<file path="src/rtl/eth_pkg.sv">
// Shared Ethernet constants, CRC-32 parameters and framer state encoding.
// Used by the TX framer and the RX FCS checker.
package eth_pkg;

    localparam logic [7:0]  ETH_PREAMBLE  = 8'h55;
    localparam logic [7:0]  ETH_SFD       = 8'hD5;

    localparam logic [31:0] CRC32_POLY    = 32'h04C11DB7;
    localparam logic [31:0] CRC32_INIT    = 32'hFFFFFFFF;
    localparam logic [31:0] CRC32_RESIDUE = 32'hC704DD7B;

    typedef logic [2:0] tx_state_t;

    localparam tx_state_t ST_IDLE     = 3'd0;
    localparam tx_state_t ST_PREAMBLE = 3'd1;
    localparam tx_state_t ST_SFD      = 3'd2;
    localparam tx_state_t ST_DATA     = 3'd3;
    localparam tx_state_t ST_PAD      = 3'd4;
    localparam tx_state_t ST_FCS      = 3'd5;
    localparam tx_state_t ST_DRAIN    = 3'd6;
    localparam tx_state_t ST_IFG      = 3'd7;

    function automatic logic [31:0] reflect32(input logic [31:0] v);
        logic [31:0] r;
        for (int i = 0; i < 32; i++) begin
            r[i] = v[31-i];
        end
        return r;
    endfunction

endpackage

</file>
<file path="src/rtl/eth_frame_tx_crc32_d8.sv">
// Combinational byte-wide CRC-32 step (reflected, LSB of the byte first).
// Kept standalone so the RX FCS checker can reuse it.
module crc32_d8
    import eth_pkg::*;
(
    input  logic [31:0] crc_in,
    input  logic [7:0]  data,
    output logic [31:0] crc_out
);

    localparam logic [31:0] POLY_REFL = reflect32(CRC32_POLY);

    always_comb begin
        crc_out = crc_in;
        for (int i = 0; i < 8; i++) begin
            if (crc_out[0] ^ data[i]) begin
                crc_out = (crc_out >> 1) ^ POLY_REFL;
            end else begin
                crc_out = crc_out >> 1;
            end
        end
    end

endmodule

</file>
<file path="src/rtl/eth_frame_tx.sv">
// GMII transmit framer: preamble/SFD, payload, zero padding, CRC-32 FCS and IFG.
// The state names the byte being prepared for the next cycle; all outputs except s_ready are registered.
module eth_frame_tx
    import eth_pkg::*;
#(
    parameter int MIN_LEN = 60,
    parameter int MAX_LEN = 1514,
    parameter int IFG_LEN = 12
)(
    input  logic       clk,
    input  logic       rst,
    input  logic [7:0] s_data,
    input  logic       s_valid,
    input  logic       s_last,
    output logic       s_ready,
    output logic [7:0] tx_data,
    output logic       tx_en,
    output logic       tx_er,
    output logic       frame_done,
    output logic       abort
);

    localparam logic [10:0] MIN_CNT  = 11'(MIN_LEN);
    localparam logic [10:0] MAX_CNT  = 11'(MAX_LEN);
    localparam logic [15:0] IFG_LAST = 16'(IFG_LEN - 1);
    localparam logic [15:0] PRE_LAST = 16'd7;

    tx_state_t   state, state_d;
    logic [10:0] byte_cnt, byte_cnt_d, cnt_inc;
    logic [15:0] aux_cnt, aux_cnt_d;
    logic [31:0] crc, crc_d, crc_seed, crc_next, fcs;
    logic [7:0]  crc_byte;
    logic [7:0]  tx_data_d;
    logic        tx_en_d, tx_er_d, abort_d;
    logic        done_pend, done_pend_d;
    logic        at_max;

    // Stop accepting once MAX_LEN bytes are in without s_last, so the overflow byte is left for DRAIN.
    assign at_max  = (byte_cnt == MAX_CNT);
    assign s_ready = (state == ST_SFD) || ((state == ST_DATA) && !at_max) || (state == ST_DRAIN);

    assign cnt_inc  = (state == ST_SFD) ? 11'd1 : byte_cnt + 11'd1;
    assign crc_seed = (state == ST_SFD) ? CRC32_INIT : crc;
    assign crc_byte = (state == ST_PAD) ? 8'h00 : s_data;
    assign fcs      = ~crc;

    crc32_d8 u_crc (
        .crc_in  (crc_seed),
        .data    (crc_byte),
        .crc_out (crc_next)
    );

    always_comb begin
        state_d     = state;
        byte_cnt_d  = byte_cnt;
        aux_cnt_d   = aux_cnt;
        crc_d       = crc;
        tx_data_d   = 8'h00;
        tx_en_d     = 1'b0;
        tx_er_d     = 1'b0;
        abort_d     = 1'b0;
        done_pend_d = 1'b0;
        case (state)
            ST_IDLE: begin
                if (s_valid) begin
                    state_d   = ST_PREAMBLE;
                    aux_cnt_d = 16'd1;
                    tx_data_d = ETH_PREAMBLE;
                    tx_en_d   = 1'b1;
                end
            end
            ST_PREAMBLE: begin
                tx_en_d = 1'b1;
                if (aux_cnt == PRE_LAST) begin
                    state_d   = ST_SFD;
                    tx_data_d = ETH_SFD;
                end else begin
                    aux_cnt_d = aux_cnt + 16'd1;
                    tx_data_d = ETH_PREAMBLE;
                end
            end
            ST_SFD, ST_DATA: begin
                tx_en_d = 1'b1;
                if (s_valid && s_ready) begin
                    tx_data_d  = s_data;
                    crc_d      = crc_next;
                    byte_cnt_d = cnt_inc;
                    if (s_last) begin
                        aux_cnt_d = 16'd0;
                        state_d   = (cnt_inc >= MIN_CNT) ? ST_FCS : ST_PAD;
                    end else begin
                        state_d = ST_DATA;
                    end
                end else begin
                    tx_er_d = 1'b1;
                    abort_d = 1'b1;
                    state_d = ST_DRAIN;
                end
            end
            ST_PAD: begin
                tx_en_d    = 1'b1;
                crc_d      = crc_next;
                byte_cnt_d = cnt_inc;
                if (cnt_inc >= MIN_CNT) begin
                    aux_cnt_d = 16'd0;
                    state_d   = ST_FCS;
                end
            end
            ST_FCS: begin
                tx_en_d   = 1'b1;
                tx_data_d = fcs[{aux_cnt[1:0], 3'b000} +: 8];
                aux_cnt_d = aux_cnt + 16'd1;
                if (aux_cnt[1:0] == 2'd3) begin
                    aux_cnt_d   = 16'd0;
                    done_pend_d = 1'b1;
                    state_d     = ST_IFG;
                end
            end
            ST_DRAIN: begin
                if (s_valid && s_last) begin
                    aux_cnt_d = 16'd0;
                    state_d   = ST_IFG;
                end
            end
            ST_IFG: begin
                if (aux_cnt == IFG_LAST) begin
                    state_d = ST_IDLE;
                end else begin
                    aux_cnt_d = aux_cnt + 16'd1;
                end
            end
            default: state_d = ST_IDLE;
        endcase
    end

    // frame_done trails done_pend by one cycle so it lands after the last FCS byte leaves.
    always_ff @(posedge clk or posedge rst) begin
        if (rst) begin
            state      <= ST_IDLE;
            byte_cnt   <= 11'd0;
            aux_cnt    <= 16'd0;
            crc        <= CRC32_INIT;
            tx_data    <= 8'h00;
            tx_en      <= 1'b0;
            tx_er      <= 1'b0;
            abort      <= 1'b0;
            done_pend  <= 1'b0;
            frame_done <= 1'b0;
        end else begin
            state      <= state_d;
            byte_cnt   <= byte_cnt_d;
            aux_cnt    <= aux_cnt_d;
            crc        <= crc_d;
            tx_data    <= tx_data_d;
            tx_en      <= tx_en_d;
            tx_er      <= tx_er_d;
            abort      <= abort_d;
            done_pend  <= done_pend_d;
            frame_done <= done_pend;
        end
    end

endmodule

</file>
<file path="config.mk">
export PLATFORM = sky130hd
export DESIGN_NAME = eth_frame_tx
export DESIGN_NICKNAME = d
export VERILOG_FILES = /design/src/rtl/eth_pkg.sv /design/src/rtl/eth_frame_tx_crc32_d8.sv /design/src/rtl/eth_frame_tx.sv
export SDC_FILE = /design/constraint.sdc
export NUM_CORES = 1
export LEC_CHECK = 0
export BUFFER_PORTS_ARGS = -buffer_cell sky130_fd_sc_hd__clkbuf_2
export CAP_MARGIN = 10
export CORE_MARGIN = 3
export CORE_UTILIZATION = 60
export CTS_CLUSTER_DIAMETER = 50
export DETAILED_ROUTE_END_ITERATION = 16
export MAX_ROUTING_LAYER = met4
export PLACE_DENSITY = 0.86
export SLEW_MARGIN = 20
export SYNTH_ARGS = -nofsm -noshare
export SYNTH_HDL_FRONTEND = slang
export SYNTH_SLANG_ARGS = --single-unit
</file>
<file path="constraint.sdc">
create_clock -name clk -period 3.3 [get_ports clk]
set_input_delay 0.495 -clock clk [delete_from_list [all_inputs] [get_ports clk]]
set_output_delay 0.495 -clock clk [all_outputs]
set_load 0.02 [all_outputs]
</file>
### Word level (Yosys, flattened, before mapping)

Cells that the tools add are included.

* bits of input ports: 12
* logic and storage cells: 108
* output and inout port bits: 13
* register bits: 74

* shift operators: 1
* muxes and demuxes: 44
* eq/ne operators: 21
* bitwise logic cells: 17
* add/sub/neg operators: 2
* magnitude comparators: 1
* reductions and logical operators: 13

Operators with widths (number)
* $mux W32: 10
* $mux W16: 8
* $not A13 Y14: 8
* $pmux W16 S7: 1
* $pmux W32 S2: 1
* $not A32 Y32: 1
* $pmux W8 S4: 1
* $shiftx A32 B6 Y8: 1
* $mux W3: 8
* $mux W8: 3
* $mux W11: 2
* $pmux W11 S2: 1
* $pmux W3 S7: 1
* $add A16 B1 Y16 const B: 1
* $eq A16 B3 Y1 const B: 1
* $eq A16 B4 Y1 const B: 1
* $ne A2 B2 Y1 const B: 8
* $eq A3 B3 Y1 const B: 4
* $add A11 B1 Y11 const B: 1
* $eq A11 B11 Y1 const B: 1
* $ge A11 B6 Y1 const B: 1
* $xor A1 B1 Y1: 8
* $mux W7: 1
* $reduce_and A7 Y1: 1
* other kinds (15): 25

### Depth between registers and ports, before layout

Gate-level depths: netlist (run 1).

* depth in word-level cells: 20
* gate-level depth with buffers: 11
* depth with buffers taken out: 9

### Hierarchy

Synthesis (run 1) repeated with hierarchy kept, for this count alone.

* cell total of the unflattened synthesis: 492
* area, all modules: 5203.7 um^2

Modules (own cells, without submodules)
* eth_frame_tx: cells an instance 422, times used 1, area each 4434.3 um^2, sequential area each 1891.8 um^2
* crc32_d8: cells an instance 70, times used 1, area each 769.5 um^2, sequential area each 0.0 um^2

### Worst setup path after synthesis (run 1)

Ideal clock, no wire load.

* kind: reg-to-reg
* from: reg byte_cnt[0]
* to: reg aux_cnt[10]
* cell stages (with the launch flop): 9
* path buffers: 0
* arrival: 2429 ps
* data required time: 3143 ps
* period minus slack after synthesis: 2586 ps
* path slack: 714 ps
* library setup time: 157 ps
* cell sequence: dfrtp_1 ha_1 and4_1 and2_1 a311o_1 and2_1 and2_1 nor4_1 a31oi_1

* word-level cells in the longest chain between the ends: 8
* elaborated cells between the ends (all ways): 12
* classes of those cells: add/sub: 1; order compare: 1; eq/ne: 3; mux: 1; reduce/logical: 6

RTL lines
* from (decl): line eth_frame_tx.sv:29 `logic [10:0] byte_cnt, byte_cnt_d, cnt_inc;`
* from (signal assigned): line eth_frame_tx.sv:151 `byte_cnt <= byte_cnt_d;`
* parallel branches: the longest is 7 deep, another holds $add A11 B1 Y11
* $reduce_and A7 Y1 (no source line) *
* to (signal assigned): line eth_frame_tx.sv:152 `aux_cnt <= aux_cnt_d;`
* to (decl): line eth_frame_tx.sv:30 `logic [15:0] aux_cnt, aux_cnt_d;`

Mark *: on every way between the ends.
A chain may end at the register's enable or synchronous reset.

### Worst setup path in the final report (run 1)

* from: reg state[1]
* to: reg crc[19]

* word-level cells in the longest chain between the ends: 18
* elaborated cells between the ends (all ways): 38
* classes of those cells: eq/ne: 5; mux: 12; bitwise: 14; reduce/logical: 7

RTL lines
* from (decl): line eth_frame_tx.sv:28 `tx_state_t state, state_d;`
* from (signal assigned): line eth_frame_tx.sv:150 `state <= state_d;`
* $eq A3 B2 Y1 / $eq A3 B3 Y1 (equally long branches)
* $mux W32 / $mux W8 (equally long branches): line eth_frame_tx.sv:43, eth_frame_tx.sv:44
* $xor A1 B1 Y1 / $not A13 Y14 (equally long branches)
* $mux W32 (2 in a row): line eth_frame_tx_crc32_d8.sv:16 `if (crc_out[0] ^ data[i]) begin`
* $not A13 Y14 (no source line)
* $mux W32: line eth_frame_tx_crc32_d8.sv:16
* $not A13 Y14 (no source line)
* $mux W32 (2 in a row): line eth_frame_tx_crc32_d8.sv:16
* $not A13 Y14 (no source line)
* $mux W32: line eth_frame_tx_crc32_d8.sv:16
* $not A13 Y14 (no source line)
* $mux W32: line eth_frame_tx_crc32_d8.sv:16
* $not A13 Y14 (no source line)
* $mux W32: line eth_frame_tx_crc32_d8.sv:16
* $mux W32: line eth_frame_tx.sv:84 `if (s_valid && s_ready) begin`
* $pmux W32 S2: line eth_frame_tx.sv:63 `case (state)`
* to (signal assigned): line eth_frame_tx.sv:153 `crc <= crc_d;`
* to (decl): line eth_frame_tx.sv:31 `logic [31:0] crc, crc_d, crc_seed, crc_next, fcs;`

Parallel ways exist; a longest one is shown, timed or not. The select of a mux whose other input is x is not followed.

==> flow_summary_export.csv, run 1 <==
group,metric,value,unit
yosys,synth_top_area_frac,0.2156,
timing,finalMaxSlewViolations,0,
drt,vias_per_cell,6.421,
setup_path,reg2reg_to,"crc[19]",
global_routing,grt_pass1_wl,19530,um
setup_path,critical_path_peak_fanout,18,
placement,hpwl,8561,um
timing,fmax,0.3265,GHz
final_layout,layout-drive-gt1-share,0.2086,
yosys,syn_avg_cell_area,9.183,sq um
drt,wl_per_cell,18.28,um
drt,vias,4225,
timing,finalSetupTns,0,ns
timing,final.period_utilization,0.9281,
clocking,clk_path_buf_depth,2,
drt,routed_wl,12030,um
final_layout,antenna_cells,0,
clocking,clk_latency,0.35,ns
yosys,synth.most_common_cell,"nor2_1",
floorplanning,die_area,9244,sq um
drt,drt_iter0_markers,315,
setup_path,reg2reg_from,"state[1]",
clocking,ctsResizeCount,0,
timing,rsz0062_at_grt,"no",
yosys,synth_top_cell_by_area,"dfrtp_1",
clocking,cts_buffers,9,
yosys,yosysUniqueCellTypes,66,
clocking,cts_tree,"yes",
floorplanning,rows,32,
setup_path,path_class,"reg2reg",
timing,final.min_clock_period,3.063,ns
clocking,postCtsHoldBufs,0,
final_layout,num-fill-cells,598,
yosys,synthTopCellsByCount,"nor2_1, nand2_1, o21ai_0",
clocking,htreeDepth,3,
yosys,synth-edff-count,0,
global_routing,grt_pass1_vias,3922,
final_layout,area_delta_synth_final,8.622,%
clocking,clockRootBuffer,"clkbuf_8",
yosys,synth_warnings,0,
floorplanning,coreArea,7807,sq um
outcome,status,"completed",
clocking,cts_setup_buffers,0,
clocking,clk_pin_slew_worst_paths,0.09,ns
timing,worst_clock_skew,0.01638,ns
setup_path,r2r_setup_slack,0.24,ns
timing,finalHoldViolations,0,
yosys,yosysSeqAreaShare,0.3880,
setup_path,endpoint_kind,"flop",
yosys,synth_cells,531,
floorplanning,fp.dieW,96.15,um
run,cap_violations,0,
final_layout,fin_nets,567,
floorplanning,die_h,96.15,um
setup_path,critPathLaunchType,"flop",
timing,max-slew-margin-rel,0.4644,
min_path,worstHoldPathType,"in2async",
clocking,clock-sinks,74,
global_routing,overflow,0,
setup_path,cp_data_arrival_time,3.36,ns
floorplanning,start_util,0.6245,
placement,finalWeightedCongestion,0.9334,
timing,worst_pin_slew,0.8023,ns
setup_path,r2r_cells,8,
yosys,syn_nets,547,
placement,io_buffer_count,24,
drt,first_pass_iters,5,
drt,route.detailed.drc,0,
yosys,ys.flop_type,"dfrtp_1",
global_routing,grt_max_degree,40,
yosys,netlist_area,4876,sq um
drt,antenna_left,0,
yosys,ys_ff_latch,74,
global_routing,grtUsageTotal,0.2826,
timing,final-setup-viol-count,0,
yosys,synth_top_cells_by_area,"dfrtp_1, dfstp_2, xnor2_1",
yosys,async_reset_ff_frac,1.000,
global_routing,antenna_found_initial,0,
floorplanning,io_pins,25,
setup_path,crit_required,3.59,ns
final_layout,fin_util,0.6784,
==> cell type report <==
type                            count  area, sq um  share of cell area
Multi-Input combinational cell    418         2826              0.5337
Sequential cell                    74         1892              0.3572
Timing Repair Buffer               37        230.2             0.04347
Clock buffer                       10        137.6             0.02599
Tap cell                          102        127.6             0.02410
Clock inverter                      6        41.29            0.007796
Inverter                           11        41.29            0.007796
==> worst max-delay path: stages (launching register included) <==
cell and delay (ns):
dfrtp_1 0.60, xnor2_2 0.40, o21ai_0 0.15, o211ai_1 0.64, xor2_1 0.15, buf_4 0.20, xnor2_1 0.45, xnor3_1 0.30
o21ai_1 0.12
==> placed cells by master, fill, tap and decap left out, drive strengths merged, types with 6 or more instances in the layout <==
| cell type | instances |
|---|---|
| a211oi | 6 |
| o211ai | 7 |
| nor3 | 6 |
| nand2 | 55 |
| mux4 | 8 |
| buf | 13 |
| xor2 | 23 |
| o21ai | 53 |
| clkbuf | 34 |
| a31oi | 9 |
| xnor2 | 39 |
| dfrtp | 42 |
| inv | 12 |
| nand3 | 17 |
| nand2b | 7 |
| dfstp | 32 |
| nor2b | 7 |
| nor2 | 73 |
| a21oi | 23 |
==> cells by family (layout without fill, tap and decap cells) <==
family,count (synthesis),in the layout,synth area share
DFF,74,74,0.3880
buffers and inverters,39,64,0.03490
AOI/OAI and AO/OA,139,139,0.1955
and+or+nand+nor,200,200,0.1914
muxes,10,10,0.04157
xor gates and xnor gates,65,65,0.1383
adders and majority gates,4,4,0.01026
==> routing by layer <==
layer  wire [um]  track usage
met1        5230       0.3845
met2        5622       0.4232
met3         910      0.04613
met4         263       0.1102
met5           0            -
==> stage by stage <==
step / setup slack (ns) / instance area, sq um / cells / hold slack, ns
2_1_floorplan: 0.7138 / 4876 / 531 / 0.3312
3_3_place_gp: 0.4132 / 5111 / 642 / 0.3427
3_5_place_dp: 0.2169 / 5111 / 642 / 0.3479
4_1_cts: 0.2042 / 5290 / 658 / 0.2961
5_1_grt: 0.09590 / 5296 / 658 / 0.3256
6_report: 0.2374 / 5296 / 658 / 0.2730
==> worst max-delay path by stage <==
stage	startpoint	end	slack, ns
floorplan	byte_cnt[0]	aux_cnt[10]	0.71
global placement	byte_cnt[0]	aux_cnt[10]	0.41
finish	state[1]	crc[19]	0.24
global route	state[1]	crc[19]	0.1
detailed placement	byte_cnt[0]	aux_cnt[12]	0.22
CTS	byte_cnt[0]	aux_cnt[12]	0.20
==> registers in the layout (all words and copies together) (netlist names) <==
signal	count
crc	32
aux_cnt	16
byte_cnt	11
tx_data	8
state	3
abort	1
done_pend	1
frame_done	1
tx_en	1
Power of run 1 is left out: the tool's default activity adds up to more than one toggle a clock period on the data nets, which glitch-free logic cannot reach.
==> run 2, diff against run 1 <==
- PLACE_DENSITY: 0.86 -> 0.81
==> run 2 against run 1 <==
Against the previous run:
- core utilization up 0.87 points
- global-route usage up 0.051 points
- die area unchanged
- non-clock buffer count up 2
- clock-buffer cell count unchanged
- cell area up 1.3%
- via count down 3.7%
- register-to-register slack better by 0.06 ns
- sequential share of layout area down 0.45 points
- critical path depth down 1
- cell count up 0.30%
==> flow_summary_export.csv, run 2 (synthesis results as in run 1) <==
group,metric,value,unit
outcome,status,"completed",
drt,wl_per_cell,17.88,um
final_layout,area_delta_synth_final,10.01,%
final_layout,top_register,"crc",
final_layout,antenna_cells,0,
timing,final-setup-viol-count,0,
floorplanning,die_h,96.15,um
drt,drt_iter0_markers,281,
run,cap_violations,0,
setup_path,max_stage_delay,0.71,ns
floorplanning,die_area,9244,sq um
placement,finalWeightedCongestion,0.9351,
clocking,clock-sinks,74,
final_layout,fin_area,5364,sq um
placement,io_buffer_count,24,
timing,final.min_clock_period,3.000,ns
timing,worst_pin_slew,0.8475,ns
clocking,ctsResizeCount,0,
clocking,clk_latency,0.36,ns
final_layout,fin_util,0.6870,
drt,antenna_left,0,
clocking,htreeDepth,3,
timing,finalMaxSlewViolations,0,
setup_path,slowest_stage,"dfrtp_1",
setup_path,path_class,"reg2reg",
min_path,worstHoldPathType,"in2async",
drt,route.detailed.drc,0,
drt,first_pass_iters,5,
clocking,clk_pin_slew_worst_paths,0.09,ns
timing,final.period_utilization,0.9090,
final_layout,final_common_cell,"nor2_1",
timing,max-slew-margin-rel,0.4343,
placement,dpl_cell_area,5114,sq um
floorplanning,start_util,0.6245,
clocking,cts_setup_buffers,0,
timing,finalSetupTns,0,ns
floorplanning,rows,32,
final_layout,largestRegisters,"crc x32, aux_cnt x16, byte_cnt x11",
clocking,clockRootBuffer,"clkbuf_8",
timing,finalWorstSetupSlack,0.3003,ns
final_layout,layout-drive-gt1-share,0.2097,
setup_path,path_cells,"nor2b_1 > a32oi_1 > o211ai_4 > xor2_4 > xor2_2 > xnor3_1 > mux2_2",
global_routing,antenna_found_initial,0,
global_routing,grt_max_degree,51,
setup_path,critical_path_peak_fanout,18,
global_routing,grt_pass1_wl,19550,um
global_routing,grt_pass1_vias,4042,
final_layout,fin_nets,569,
final_layout,largest_register_ffs,32,
setup_path,critPathLaunchType,"flop",
floorplanning,coreArea,7807,sq um
drt,routed_wl,11800,um
clocking,clk_path_buf_depth,2,
clocking,cts_buffers,9,
drt,vias_per_cell,6.165,
global_routing,grtUsageTotal,0.2831,
setup_path,crit_required,3.59,ns
clocking,cts_tree,"yes",
placement,hpwl,8519,um
timing,fmax,0.3334,GHz
drt,vias,4069,
timing,finalHoldViolations,0,
placement,post-place-ws,0.2340,ns
floorplanning,io_pins,25,
floorplanning,fp.dieW,96.15,um
clocking,postCtsHoldBufs,0,
timing,worst_clock_skew,0.01286,ns
final_layout,mostFrequentLayoutCells,"nor2_1, nand2_1, o21ai_0, dfrtp_1, xnor2_1",
timing,rsz0062_at_grt,"no",
global_routing,overflow,0,
setup_path,cp_data_arrival_time,3.29,ns
setup_path,endpoint_kind,"flop",
[run 2: cell types whose count changed in the layout (fill, tap and decap cells not counted), sizes merged]
cell,delta
bufinv,+3
buf,+2
inv,-2
clkinv,-1
[run 2: cell type report]
cell class,count,area (sq um)
multi-input cells,418,2826
repair buffers,39,232.7
well taps,102,127.6
clock buffers,10,127.6
clock inverters,6,115.1
inverters,11,42.54
flip-flops and latches,74,1892
fillers,616,2444
[run 2: worst max-delay path, delay by kind of cell (launching register included)]
| family | cells | cell delay, ns |
|---|---|---|
| AOI/OAI and AO/OA | 2 | 0.38 |
| xor gates and xnor gates | 3 | 1.07 |
| and+or+nand+nor | 1 | 0.48 |
| DFF | 1 | 0.71 |
| muxes | 1 | 0.27 |
[run 2: per-layer routing]
metal | up-vias | global-route usage | part of all wire
li1 | 1939 | - | -
met5 | - | - | 0
met4 | 0 | 0.1055 | 0.024
met3 | 28 | 0.04144 | 0.034
met2 | 104 | 0.4715 | 0.51
met1 | 1998 | 0.3493 | 0.43
[run 2: path summary, 6_finish.rpt]
kind / depth (start not counted) / slack [ns] / from / endpoint
setup / recovery: 7 / 0.30 / state[1] / crc[25]
hold / removal: 2 / 0.25 / rst / byte_cnt[8]
setup reg to reg: 7 / 0.30 / state[1] / crc[25]
hold reg to reg: 0 / 0.36 / done_pend / frame_done
max in group asynchronous: 3 / 2.26 / rst / crc[22]
min in group clk: 0 / 0.36 / done_pend / frame_done
[run 2: through the flow]
| stage | hold WS [ns] | cells |
|---|---|---|
| global placement | 0.3366 | 644 |
| finish | 0.2548 | 660 |
| CTS | 0.3592 | 660 |
| detailed placement | 0.3397 | 644 |
| global route | 0.3133 | 660 |
| floorplan | 0.3312 | 531 |
Power of run 2 is left out for the same reason.
==> run 3, diff against run 2 <==
- clock period: 3.3 -> 3.1 ns (I/O delays scaled with it)
==> run 3 against run 2 <==
Against the previous run:
- maximum frequency is 3.9% higher
- via count is 1.9% higher
- setup slack worse by 0.089 ns
- sequential share of layout area is 0.51 points lower
- first-iteration DRC count is 0.36% lower
- non-clock buffer count is 14 higher
- cell area is 1.5% higher
- critical endpoint is now crc[4]
- highest routed layer unchanged
==> flow_summary_export.csv, run 3 (synthesis results as in run 1) <==
group,metric,value,unit
placement,finalWeightedCongestion,0.9223,
floorplanning,coreArea,7807,sq um
global_routing,antenna_found_initial,0,
timing,worst_clock_skew,0.003333,ns
global_routing,grt_pass1_vias,4036,
timing,max-slew-margin-rel,0.5223,
setup_path,endpoint_kind,"flop",
setup_path,reg2reg_from,"state[1]",
final_layout,final_common_cell,"nor2_1",
final_layout,fin_util,0.6971,
floorplanning,start_util,0.6245,
final_layout,largest_register_ffs,32,
final_layout,layout-drive-gt1-share,0.2308,
clocking,htreeDepth,3,
clocking,clock-sinks,74,
floorplanning,rows,32,
clocking,cts_buffers,9,
setup_path,r2r_cells,7,
final_layout,fin_nets,583,
final_layout,multi_input_area,2826,sq um
final_layout,antenna_cells,0,
placement,io_buffer_count,24,
setup_path,critical_path_peak_fanout,18,
clocking,clockRootBuffer,"clkbuf_8",
placement,hpwl,8552,um
global_routing,overflow,0,
floorplanning,io_pins,25,
drt,antenna_left,0,
timing,finalHoldViolations,0,
final_layout,seqCellArea,1892,sq um
clocking,postCtsHoldBufs,0,
clocking,clk_pin_slew_worst_paths,0.08,ns
clocking,cts_tree,"yes",
run,cap_violations,0,
drt,vias,4145,
final_layout,num-fill-cells,625,
final_layout,mostFrequentLayoutCells,"nor2_1, nand2_1, o21ai_0, dfrtp_1, xnor2_1",
final_layout,area_delta_synth_final,11.62,%
outcome,status,"completed",
drt,drt_iter0_markers,280,
setup_path,critPathLaunch,"state[1]",
drt,first_pass_iters,5,
floorplanning,die_h,96.15,um
clocking,ctsResizeCount,0,
drt,wl_per_cell,17.63,um
global_routing,grt_max_degree,38,
global_routing,grtUsageTotal,0.2860,
drt,route.detailed.drc,0,
timing,worst_pin_slew,0.7155,ns
drt,vias_per_cell,6.150,
placement,post-place-ws,0.1170,ns
timing,finalSetupTns,0,ns
final_layout,top_register,"crc",
timing,final.period_utilization,0.9317,
timing,finalMaxSlewViolations,0,
timing,rsz0062_at_grt,"no",
floorplanning,fp.dieW,96.15,um
clocking,clk_path_buf_depth,2,
timing,fmax,0.3462,GHz
timing,final.min_clock_period,2.888,ns
final_layout,largestRegisters,"crc x32, aux_cnt x16, byte_cnt x11",
timing,final-setup-viol-count,0,
drt,routed_wl,11880,um
setup_path,crit_required,3.39,ns
setup_path,cp_data_arrival_time,3.18,ns
min_path,worstHoldPathType,"in2async",
clocking,clk_latency,0.36,ns
setup_path,path_class,"reg2reg",
global_routing,grt_pass1_wl,19780,um
timing,finalWorstSetupSlack,0.2116,ns
setup_path,critPathLaunchType,"flop",
floorplanning,die_area,9244,sq um
clocking,cts_setup_buffers,0,
-- run 3: cell type report --
type / instances / share of cell area
Tap cell: 102 / 0.02345
Sequential cell: 74 / 0.3476
Inverter: 11 / 0.007586
Clock inverter: 7 / 0.01724
Clock buffer: 9 / 0.02276
Timing Repair Buffer: 53 / 0.06207
Multi-Input combinational cell: 418 / 0.5193
-- run 3: final timing paths --
| path | end | slack, ns |
|---|---|---|
| min in group clk | frame_done | 0.37 |
| hold / removal | byte_cnt[7] | 0.20 |
| setup / recovery | crc[4] | 0.21 |
| hold reg to reg | frame_done | 0.37 |
| max in group asynchronous | crc[9] | 2.07 |
| setup reg to reg | crc[4] | 0.21 |
-- run 3: critical path, cell delays in order (launching register included) --
cell and delay (ns):
dfrtp_1 0.79, nor2_1 0.23, a32oi_1 0.34, o211ai_4 0.22, xor2_4 0.24, xor2_2 0.34, xnor3_1 0.38, mux2_2 0.27
-- run 3: layer usage --
metal	vias up	GRT usage	wire length (um)
li1	1962	-	-
met1	2040	0.3556	5113
met2	112	0.4675	6041
met3	31	0.03518	433
met4	0	0.1291	292
met5	-	-	0
-- run 3: stage by stage --
step,hold WS [ns],cell area [sq um],std cells
6_report,0.2003,5443,674
5_1_grt,0.2505,5443,674
4_1_cts,0.2203,5436,674
3_5_place_dp,0.3537,5219,658
3_3_place_gp,0.3381,5219,658
2_1_floorplan,0.3312,4876,531
Power of run 3 is left out for the same reason.
